<file path="src/rtl/regfile_seq_pkg.sv">
// Shared types and constants for the register-file access sequencer.
// Optional feature macro: REGFILE_WB_BYPASS_EN (writeback-to-operand forwarding).
package regfile_seq_pkg;

    localparam int XLEN = 64;
    localparam int AW   = 5;

    localparam logic [AW-1:0] REG_ZERO = '0;

    typedef enum logic [1:0] {
        IDLE  = 2'd0,
        ISSUE = 2'd1,
        WAIT  = 2'd2,
        HOLD  = 2'd3
    } seq_state_e;

    // x0 always reads as zero, whatever the register file returns.
    function automatic logic [XLEN-1:0] zero_src(input logic [AW-1:0] rs,
                                                 input logic [XLEN-1:0] val);
        return (rs == REG_ZERO) ? '0 : val;
    endfunction

endpackage

</file>
<file path="src/rtl/regfile_access_sequencer_arbiter.sv">
// Port arbiter for the single shared register-file port: one read or one
// write per cycle. A pending writeback preempts the operand read once; the
// yield_rd flag then guarantees the read wins the next ISSUE cycle.
// Optional feature macro handled elsewhere: REGFILE_WB_BYPASS_EN.
module regfile_port_arbiter
    import regfile_seq_pkg::*;
(
    input  logic            clk,
    input  logic            reset,
    input  logic            in_issue_i,
    input  logic [AW-1:0]   rs1_i,
    input  logic [AW-1:0]   rs2_i,
    input  logic            wb_valid_i,
    input  logic [AW-1:0]   wb_rd_i,
    input  logic [XLEN-1:0] wb_data_i,
    output logic            wb_ready_o,
    output logic            read_grant_o,
    output logic            yield_rd_o,
    output logic            rf_read_en_o,
    output logic [AW-1:0]   rf_read_1_o,
    output logic [AW-1:0]   rf_read_2_o,
    output logic [AW-1:0]   rf_write_en_o,
    output logic [XLEN-1:0] rf_data_in_o
);

    logic yield_rd_q, yield_rd_d;
    logic wb_fire;
    logic write_grant;

    // Grant decode; every port output is forced quiet while reset is high.
    always_comb begin
        wb_ready_o    = !reset && (!in_issue_i || !yield_rd_q);
        wb_fire       = wb_ready_o && wb_valid_i;
        read_grant_o  = !reset && in_issue_i && (yield_rd_q || !wb_valid_i);
        write_grant   = wb_fire && (wb_rd_i != REG_ZERO);
        rf_read_en_o  = read_grant_o;
        rf_read_1_o   = (!reset && in_issue_i) ? rs1_i : REG_ZERO;
        rf_read_2_o   = (!reset && in_issue_i) ? rs2_i : REG_ZERO;
        rf_write_en_o = write_grant ? wb_rd_i : REG_ZERO;
        rf_data_in_o  = write_grant ? wb_data_i : '0;
        yield_rd_d    = yield_rd_q;
        if (in_issue_i && wb_fire) begin
            yield_rd_d = 1'b1;
        end
        if (read_grant_o) begin
            yield_rd_d = 1'b0;
        end
    end

    // Yield flag register.
    always_ff @(posedge clk) begin
        if (reset) begin
            yield_rd_q <= 1'b0;
        end else begin
            yield_rd_q <= yield_rd_d;
        end
    end

    assign yield_rd_o = yield_rd_q;

endmodule

</file>
<file path="src/rtl/regfile_access_sequencer.sv">
// Initiator-side sequencer for the 32x64 user register file: accepts operand
// fetches and writebacks, drives the shared register-file port, and holds the
// fetched operands until execute takes them.
// Optional feature macro: REGFILE_WB_BYPASS_EN forwards writeback data into
// operands captured after the read was issued.
// Handshakes: a transfer happens on a rising edge where valid and ready are
// both high; valid never waits on ready, and the offering side keeps its
// payload stable until the transfer.
module regfile_access_sequencer
    import regfile_seq_pkg::*;
(
    input  logic            clk,
    input  logic            reset,
    input  logic            req_valid,
    output logic            req_ready,
    input  logic [AW-1:0]   req_rs1,
    input  logic [AW-1:0]   req_rs2,
    input  logic [AW-1:0]   req_rd,
    output logic            op_valid,
    input  logic            op_ready,
    output logic [XLEN-1:0] op_a,
    output logic [XLEN-1:0] op_b,
    output logic [AW-1:0]   op_rd,
    input  logic            wb_valid,
    output logic            wb_ready,
    input  logic [AW-1:0]   wb_rd,
    input  logic [XLEN-1:0] wb_data,
    output logic            rf_read_en,
    output logic [AW-1:0]   rf_read_1,
    output logic [AW-1:0]   rf_read_2,
    output logic [AW-1:0]   rf_write_en,
    output logic [XLEN-1:0] rf_data_in,
    input  logic [XLEN-1:0] rf_data_out_1,
    input  logic [XLEN-1:0] rf_data_out_2,
    output logic [1:0]      dbg_state,
    output logic            dbg_yield_rd
);

    seq_state_e      state_q;
    logic [AW-1:0]   rs1_q, rs2_q, rd_q;
    logic [XLEN-1:0] op_a_q, op_b_q;
    logic            op_valid_q;
    logic            read_grant;
    logic            fwd_a, fwd_b;
    logic [XLEN-1:0] cap_a, cap_b;

    regfile_port_arbiter u_arb (
        .clk          (clk),
        .reset        (reset),
        .in_issue_i   (state_q == ISSUE),
        .rs1_i        (rs1_q),
        .rs2_i        (rs2_q),
        .wb_valid_i   (wb_valid),
        .wb_rd_i      (wb_rd),
        .wb_data_i    (wb_data),
        .wb_ready_o   (wb_ready),
        .read_grant_o (read_grant),
        .yield_rd_o   (dbg_yield_rd),
        .rf_read_en_o (rf_read_en),
        .rf_read_1_o  (rf_read_1),
        .rf_read_2_o  (rf_read_2),
        .rf_write_en_o(rf_write_en),
        .rf_data_in_o (rf_data_in)
    );

    // Request acceptance: from IDLE, or from HOLD while the held pair retires.
    always_comb begin
        req_ready = !reset && ((state_q == IDLE) || ((state_q == HOLD) && op_ready));
    end

    // Operand capture values, with optional writeback forwarding on a source match.
    always_comb begin
        fwd_a = 1'b0;
        fwd_b = 1'b0;
`ifdef REGFILE_WB_BYPASS_EN
        if (wb_valid && wb_ready && (wb_rd != REG_ZERO) &&
            ((state_q == WAIT) || (state_q == HOLD))) begin
            fwd_a = (wb_rd == rs1_q);
            fwd_b = (wb_rd == rs2_q);
        end
`endif
        cap_a = fwd_a ? wb_data : zero_src(rs1_q, rf_data_out_1);
        cap_b = fwd_b ? wb_data : zero_src(rs2_q, rf_data_out_2);
    end

    // Sequencer FSM with registered operand outputs.
    always_ff @(posedge clk) begin
        if (reset) begin
            state_q    <= IDLE;
            rs1_q      <= REG_ZERO;
            rs2_q      <= REG_ZERO;
            rd_q       <= REG_ZERO;
            op_a_q     <= '0;
            op_b_q     <= '0;
            op_valid_q <= 1'b0;
        end else begin
            case (state_q)
                IDLE: begin
                    if (req_valid) begin
                        rs1_q   <= req_rs1;
                        rs2_q   <= req_rs2;
                        rd_q    <= req_rd;
                        state_q <= ISSUE;
                    end
                end
                ISSUE: begin
                    if (read_grant) begin
                        state_q <= WAIT;
                    end
                end
                WAIT: begin
                    op_a_q     <= cap_a;
                    op_b_q     <= cap_b;
                    op_valid_q <= 1'b1;
                    state_q    <= HOLD;
                end
                HOLD: begin
                    if (fwd_a) begin
                        op_a_q <= wb_data;
                    end
                    if (fwd_b) begin
                        op_b_q <= wb_data;
                    end
                    if (op_ready) begin
                        op_valid_q <= 1'b0;
                        if (req_valid) begin
                            rs1_q   <= req_rs1;
                            rs2_q   <= req_rs2;
                            rd_q    <= req_rd;
                            state_q <= ISSUE;
                        end else begin
                            state_q <= IDLE;
                        end
                    end
                end
                default: state_q <= IDLE;
            endcase
        end
    end

    assign op_valid  = op_valid_q;
    assign op_a      = op_a_q;
    assign op_b      = op_b_q;
    assign op_rd     = rd_q;
    assign dbg_state = state_q;

endmodule

</file>
<file path="config.mk">
export PLATFORM = sky130hd
export DESIGN_NAME = regfile_access_sequencer
export DESIGN_NICKNAME = d
export VERILOG_FILES = /design/src/rtl/regfile_seq_pkg.sv /design/src/rtl/regfile_access_sequencer_arbiter.sv /design/src/rtl/regfile_access_sequencer.sv
export SDC_FILE = /design/constraint.sdc
export NUM_CORES = 1
export LEC_CHECK = 0
export ABC_AREA = 1
export CAP_MARGIN = 20
export CELL_PAD_IN_SITES_DETAIL_PLACEMENT = 1
export CELL_PAD_IN_SITES_GLOBAL_PLACEMENT = 2
export CORE_ASPECT_RATIO = 1.5
export CORE_MARGIN = 4
export CORE_UTILIZATION = 19
export DETAILED_ROUTE_END_ITERATION = 10
export PLACE_DENSITY = 0.87
export SLEW_MARGIN = 30
export SYNTH_ARGS = -nofsm -noshare
export SYNTH_HDL_FRONTEND = slang
export SYNTH_HIERARCHICAL = 1
export SYNTH_SLANG_ARGS = --single-unit
export TNS_END_PERCENT = 10
</file>
<file path="constraint.sdc">
create_clock -name clk -period 3.29 [get_ports clk]
set_input_delay 0.658 -clock clk [delete_from_list [all_inputs] [get_ports clk]]
set_output_delay 0.658 -clock clk [all_outputs]
set_load 0.1 [all_outputs]
</file>
==> Word-level counts from Yosys, hierarchy flattened <==
Cells that the tools add are included.
{ "totals": {"ff_bits": 147, "latchBits": 0, "ramBits": 0, "rom_bits": 0, "inputBits": 217, "out_inout_bits": 219, "memories": 0} }
{ "op_classes": {"add_sub_neg": 0, "n_mul": 0, "n_div": 0, "magnitude_cmp": 0, "eq_ne": 6, "shifts": 0, "muxes": 22, "bitwise_logic": 0, "reduce_logical": 25} }
{ "ops": {"columns": ["op", "count"], "rows": [
  ["$mux W64", 3],
  ["$mux W5", 9],
  ["$pmux W5 S2", 3],
  ["$logic_not A5 Y1", 2],
  ["$logic_and A1 B1 Y1", 8],
  ["$pmux W2 S4", 1],
  ["$mux W2", 3],
  ["$ne A2 B2 Y1 const B", 3],
  ["$reduce_bool A5 Y1", 1],
  ["$eq A2 B2 Y1 const B", 2],
  ["$logic_not A1 Y1", 4],
  ["$reduce_and A2 Y1", 2],
  ["$reduce_bool A2 Y1", 2],
  ["$logic_or A1 B1 Y1", 3],
  ["$reduce_and A3 Y1", 1],
  ["$eq A2 B1 Y1 const B", 1],
  ["$logic_not A2 Y1", 1],
  ["$mux W1", 2],
  ["$pmux W1 S2", 1],
  ["$reduce_or A2 Y1", 1]
]} }

==> Logic depth before layout (Yosys ltp) <==
{ "depth": {"depth_word": 7, "mapped_depth": 10, "depth_no_buf": 10} }

==> By module <==
Netlist, hierarchy kept.
{ "by_module_without_submodules": {"columns": ["module", "n_inst", "cells_per_inst", "area_each_um2", "seq_area_each_um2"], "rows": [
  ["regfile_access_sequencer", 1, 700, 5577.8, 2922.8],
  ["regfile_port_arbiter", 1, 184, 1013.5, 20.0]
]} }

==> Least setup slack after synthesis <==
OpenSTA, ideal clock, no wires.
{ "synth_path": {"path_kind": "flip-flop to output port", "from": "register state_q[1] (netlist: dbg_state[1])", "to": "output port rf_data_in[10]", "t_arrival_ns": 3.229, "required_ns": 2.632, "setup_slack_ns": -0.597, "stages_incl_launch_ff": 9, "n_path_buf": 1, "path_cell_list": "dfxtp_1 -> inv_1 -> ha_1 -> nand2_1 -> nand2_2 -> nor2_4 -> nand2_2 -> buf_2 -> nor2_1"} }
{ "synth_via": {"elab_chain_cells": 7} }
{ "synth_lines": {"columns": ["item", "line_no", "source"], "rows": [
  ["start: declaration", "regfile_access_sequencer.sv:39", "seq_state_e state_q;"],
  ["start signal: assignment", "regfile_access_sequencer.sv:89", "state_q <= IDLE;"],
  ["start signal: assignment", "regfile_access_sequencer.sv:103", "state_q <= ISSUE;"],
  ["start signal: assignment", "regfile_access_sequencer.sv:108", "state_q <= WAIT;"],
  ["$eq A2 B1 Y1", "regfile_access_sequencer.sv:50", ".in_issue_i (state_q == ISSUE),"],
  ["$logic_not A1 Y1", "regfile_access_sequencer_arbiter.sv:32", "wb_ready_o = !reset && (!in_issue_i || !yield_rd_q);"],
  ["$logic_or A1 B1 Y1", "regfile_access_sequencer_arbiter.sv:32", null],
  ["$logic_and A1 B1 Y1", "regfile_access_sequencer_arbiter.sv:32", null],
  ["$logic_and A1 B1 Y1", "regfile_access_sequencer_arbiter.sv:33", "wb_fire = wb_ready_o && wb_valid_i;"],
  ["$logic_and A1 B1 Y1", "regfile_access_sequencer_arbiter.sv:35", "write_grant = wb_fire && (wb_rd_i != REG_ZERO);"],
  ["$mux W64", "regfile_access_sequencer_arbiter.sv:40", "rf_data_in_o = write_grant ? wb_data_i : '0;"],
  ["end: declaration", "regfile_access_sequencer.sv:32", "output logic [XLEN-1:0] rf_data_in,"]
]} }
Every way passes these cells.

==> Worst setup path in the final report <==
{ "layout_path": {"from": "register state_q[1] (netlist: dbg_state[1])", "to": "output port rf_write_en[0]"} }
{ "layout_via": {"elab_chain_cells": 7} }
{ "layout_lines": {"columns": ["item", "line_no", "source"], "rows": [
  ["$eq A2 B1 Y1", "regfile_access_sequencer.sv:50", null],
  ["$logic_not A1 Y1", "regfile_access_sequencer_arbiter.sv:32", null],
  ["$logic_or A1 B1 Y1", "regfile_access_sequencer_arbiter.sv:32", null],
  ["$logic_and A1 B1 Y1", "regfile_access_sequencer_arbiter.sv:32", null],
  ["$logic_and A1 B1 Y1", "regfile_access_sequencer_arbiter.sv:33", null],
  ["$logic_and A1 B1 Y1", "regfile_access_sequencer_arbiter.sv:35", null],
  ["$mux W5", "regfile_access_sequencer_arbiter.sv:39", "rf_write_en_o = write_grant ? wb_rd_i : REG_ZERO;"],
  ["end: declaration", "regfile_access_sequencer.sv:31", "output logic [AW-1:0] rf_write_en,"]
]} }
Every way passes these cells.

==> results.sh <==
export IMPL_status="completed"
export IMPL_ant_nets=0
export IMPL_fin_nets=1505
export IMPL_cts_sinks=147
export IMPL_min_path_cells=2
export IMPL_holdPathEnd="op_rd[4]$_SDFFE_PP0P_"
export IMPL_crit_required_ns=2.63
export IMPL_grt_pass1_wl_mm=43.8
export IMPL_cts_root_buf="clkbuf_16"
export IMPL_r2r_cells=5
export IMPL_placed_area_sq_um=11900
export IMPL_boundaryPins=436
export IMPL_clockBufferDepth=2
export IMPL_cpPeakStageDelay_ns=0.50
export IMPL_min_period_ns=3.08
export IMPL_fin_setup_tns_ns=0
export IMPL_critPathMaxFanout=13
export IMPL_placement_rows=83
export IMPL_rsz0062_at_grt="no"
export IMPL_die_w_um=160
export IMPL_syn_nets=1107
export IMPL_synth_edf_count=0
export IMPL_yosysMostFrequentCell="nand2_1"
export IMPL_globalRouteTotalUtil_pct=14.8
export IMPL_fill_cells=3962
export IMPL_dr_pass1_iters=4
export IMPL_vias_per_cell=4.29
export IMPL_setup_viol=0
export IMPL_synthArstFlopShare_pct=0
export IMPL_synth_ff_type="dfxtp_1"
export IMPL_insertion_delay_ns=0.44
export IMPL_clk_pin_slew_ns=0.06
export IMPL_synth_top_area_share_pct=44.6
export IMPL_switching_power_w=0.00743
export IMPL_slew_headroom_pct=46.7
export IMPL_synthToLayoutAreaGrowth_pct=89.0
export IMPL_post_route_period_util_pct=93.5
export IMPL_path_cells="inv_1 -> ha_1 -> nand2_1 -> nand2_2 -> nor2_4 -> nand2_4 -> buf_4 -> nor2_2 -> buf_12"
export IMPL_power_density_nw_per_um2=1020
export IMPL_clkPwrFrac_pct=15.7
export IMPL_p_int_w=0.00530
export IMPL_cts_setup_buffers=0
export IMPL_max_vdd_ir_drop_v=0.000506
export IMPL_cts_resized_gates=0
export IMPL_overflow=0
export IMPL_hpwlAfterDp_mm=22.2
export IMPL_ctsHoldBuffers=0
export IMPL_drc_errors=0
export IMPL_avgRoutedWirePerCell_um=16.6
export IMPL_tightest_slew_ns=0.796
export IMPL_crit_path_top_delay_cell="dfxtp_1"
export IMPL_worstSetupStartpointType="register"
export IMPL_p_sw_share_pct=58.4
export IMPL_rrSetupSlack_ns=1.18
export IMPL_hold_violations=0
export IMPL_hp_class="register to register"
export IMPL_fmax_mhz=325
export IMPL_crit_family="simple AND/OR/NAND/NOR gates"
export IMPL_syn_cell_area_sq_um=6590
export IMPL_r2r_end="op_b[9]$_SDFFE_PP0P_"
export IMPL_drtIter0Drc=255
export IMPL_power_leakage_nw=5.48
export IMPL_htreeDepth=4
export IMPL_cts_made_buffers=17
export IMPL_synth_distinct_cells=22
export IMPL_ys_top_cells_by_count="157 x nand2_1, 147 x dfxtp_1, 146 x a21oi_1"
export IMPL_drv_slew=0
export IMPL_combPwrFrac_pct=63.0
export IMPL_syn_avg_cell_area_sq_um=7.46
export IMPL_synth_warnings=6
export IMPL_crit_arrival_ns=2.42
export IMPL_coreArea_sq_um=34300
export IMPL_port_buffers=435
export IMPL_vias=7379
export IMPL_antenna_found_initial=1
export IMPL_maxCapViolCount=0
export IMPL_synth_area_top_cells="dfxtp_1 45%, a21oi_1 11%, o21ai_0 9.6%"
export IMPL_pwr_share_seq_pct=21.3
export IMPL_gp_congestion=0.787
export IMPL_worst_setup_path_end_kind="primary output"
export IMPL_cts_tree="yes"
export IMPL_chipHeight_um=236
export IMPL_min_from="op_rd[4]$_SDFFE_PP0P_"
export IMPL_synth_seq_cells=147
export IMPL_crit_reg2reg_launch="dbg_state[0]$_SDFFE_PP0P_"
export IMPL_final_area_sq_um=12500
export IMPL_path_buf_inv=3
export IMPL_skew_ns=0.00907
export IMPL_postSynthCellCount=884
export IMPL_criticalPathCategory="register to primary output"
export IMPL_ys_seq_area_share_pct=44.6
export IMPL_grt_max_degree=77
export IMPL_initial_core_util_pct=19.2
export IMPL_yosys_area_top_type="dfxtp_1"
export IMPL_drt_wl_total_mm=28.6
export IMPL_drive_gt1_share_pct=26.5
export IMPL_dieArea_sq_um=37800
export IMPL_grt_pass1_vias=7515
[per-stage QoR]
step / power (W) / utilization (%) / hold slack, ns / std cells / setup WS, ns
CTS: 0.0129 / 36.3 / 0.492 / 1720 / 0.130
finish: 0.0127 / 36.3 / 0.488 / 1721 / 0.213
global placement: 0.0107 / 34.6 / 0.463 / 1688 / 0.341
floorplan: 0.00883 / - / 0.465 / 884 / -0.413
global route: 0.0134 / 36.3 / 0.533 / 1721 / 0.0126
detailed placement: 0.0109 / 34.6 / 0.478 / 1688 / 0.351
[worst max path at each step]
stage | from | endpoint | slack [ns] | cells past startpoint
CTS | dbg_state[1]$_SDFFE_PP0P_ | rf_write_en[0] | 0.13 | 9
global route | dbg_state[1]$_SDFFE_PP0P_ | rf_write_en[0] | 0.01 | 9
floorplan | dbg_state[1]$_SDFFE_PP0P_ | rf_write_en[3] | -0.41 | 7
detailed placement | wb_rd[1] | rf_write_en[0] | 0.35 | 7
finish | dbg_state[1]$_SDFFE_PP0P_ | rf_write_en[0] | 0.21 | 9
global placement | wb_rd[2] | rf_write_en[0] | 0.34 | 7
[cells by family after synthesis]
group / Yosys count / synth area share [%]
AO/OA/AOI/OAI: 280 / 21.4
flip-flops: 147 / 44.6
adder cells (fa/ha/maj): 6 / 1.14
buffers and inverters: 167 / 12.0
AND/OR/NAND/NOR: 284 / 20.8
[metal layers]
layer	vias up	GRT usage [%]	routed length, um
met4	0	5.61	665
met2	293	28.5	15800
met3	33	4.77	2040
met1	3441	14.4	10100
li1	3612	-	-
met5	-	0	0
[sequential cells by signal, summed over array words and instances (netlist names)]
signal and cells:
op_a 64, op_valid 1, rs2_q 5, rs1_q 5, u_arb/yield_rd_o 1, op_rd 5, dbg_state 2, op_b 64
[power groups by stage]
stage	clock network (W)	logic [W]	registers (W)
finish	0.00199	0.00802	0.00272
floorplan	0	0.00212	0.00672
global route	0.00216	0.00841	0.00280
CTS	0.00208	0.00812	0.00272
detailed placement	0	0.00811	0.00275
global placement	0	0.00801	0.00272
[worst reg2reg max path: cells and delay by family, from the launching register on]
kind	cells	cell delay, ns
buffers and inverters	2	0.70
DFF	1	0.38
AOI/OAI and AO/OA	2	0.34
adders and majority gates	1	0.63
[cell type report]
class	count	area (sq um)	area share, %
inverters	95	358	2.87
repair buffers	451	5030	40.4
clock inverters	11	126	1.01
clock buffers	21	470	3.78
diodes	1	2.50	0.0201
flip-flops and latches	147	2940	23.6
multi-input cells	570	3000	24.1
well taps	425	532	4.27
[cell usage in the layout (no fill, tap or decap), types with 5 or more instances in the layout]
master,Yosys,final
a21oi_1,146,146
buf_12,3,88
buf_4,10,147
clkbuf_16,0,17
clkdlybuf4s50_1,0,216
dfxtp_1,147,147
ha_1,6,5
inv_1,91,91
nand2_1,157,157
nand3b_1,17,17
nor2_1,73,36
nor2_2,0,33
nor2_4,31,35
o21ai_0,126,126
(Power assumes the default switching activity.)
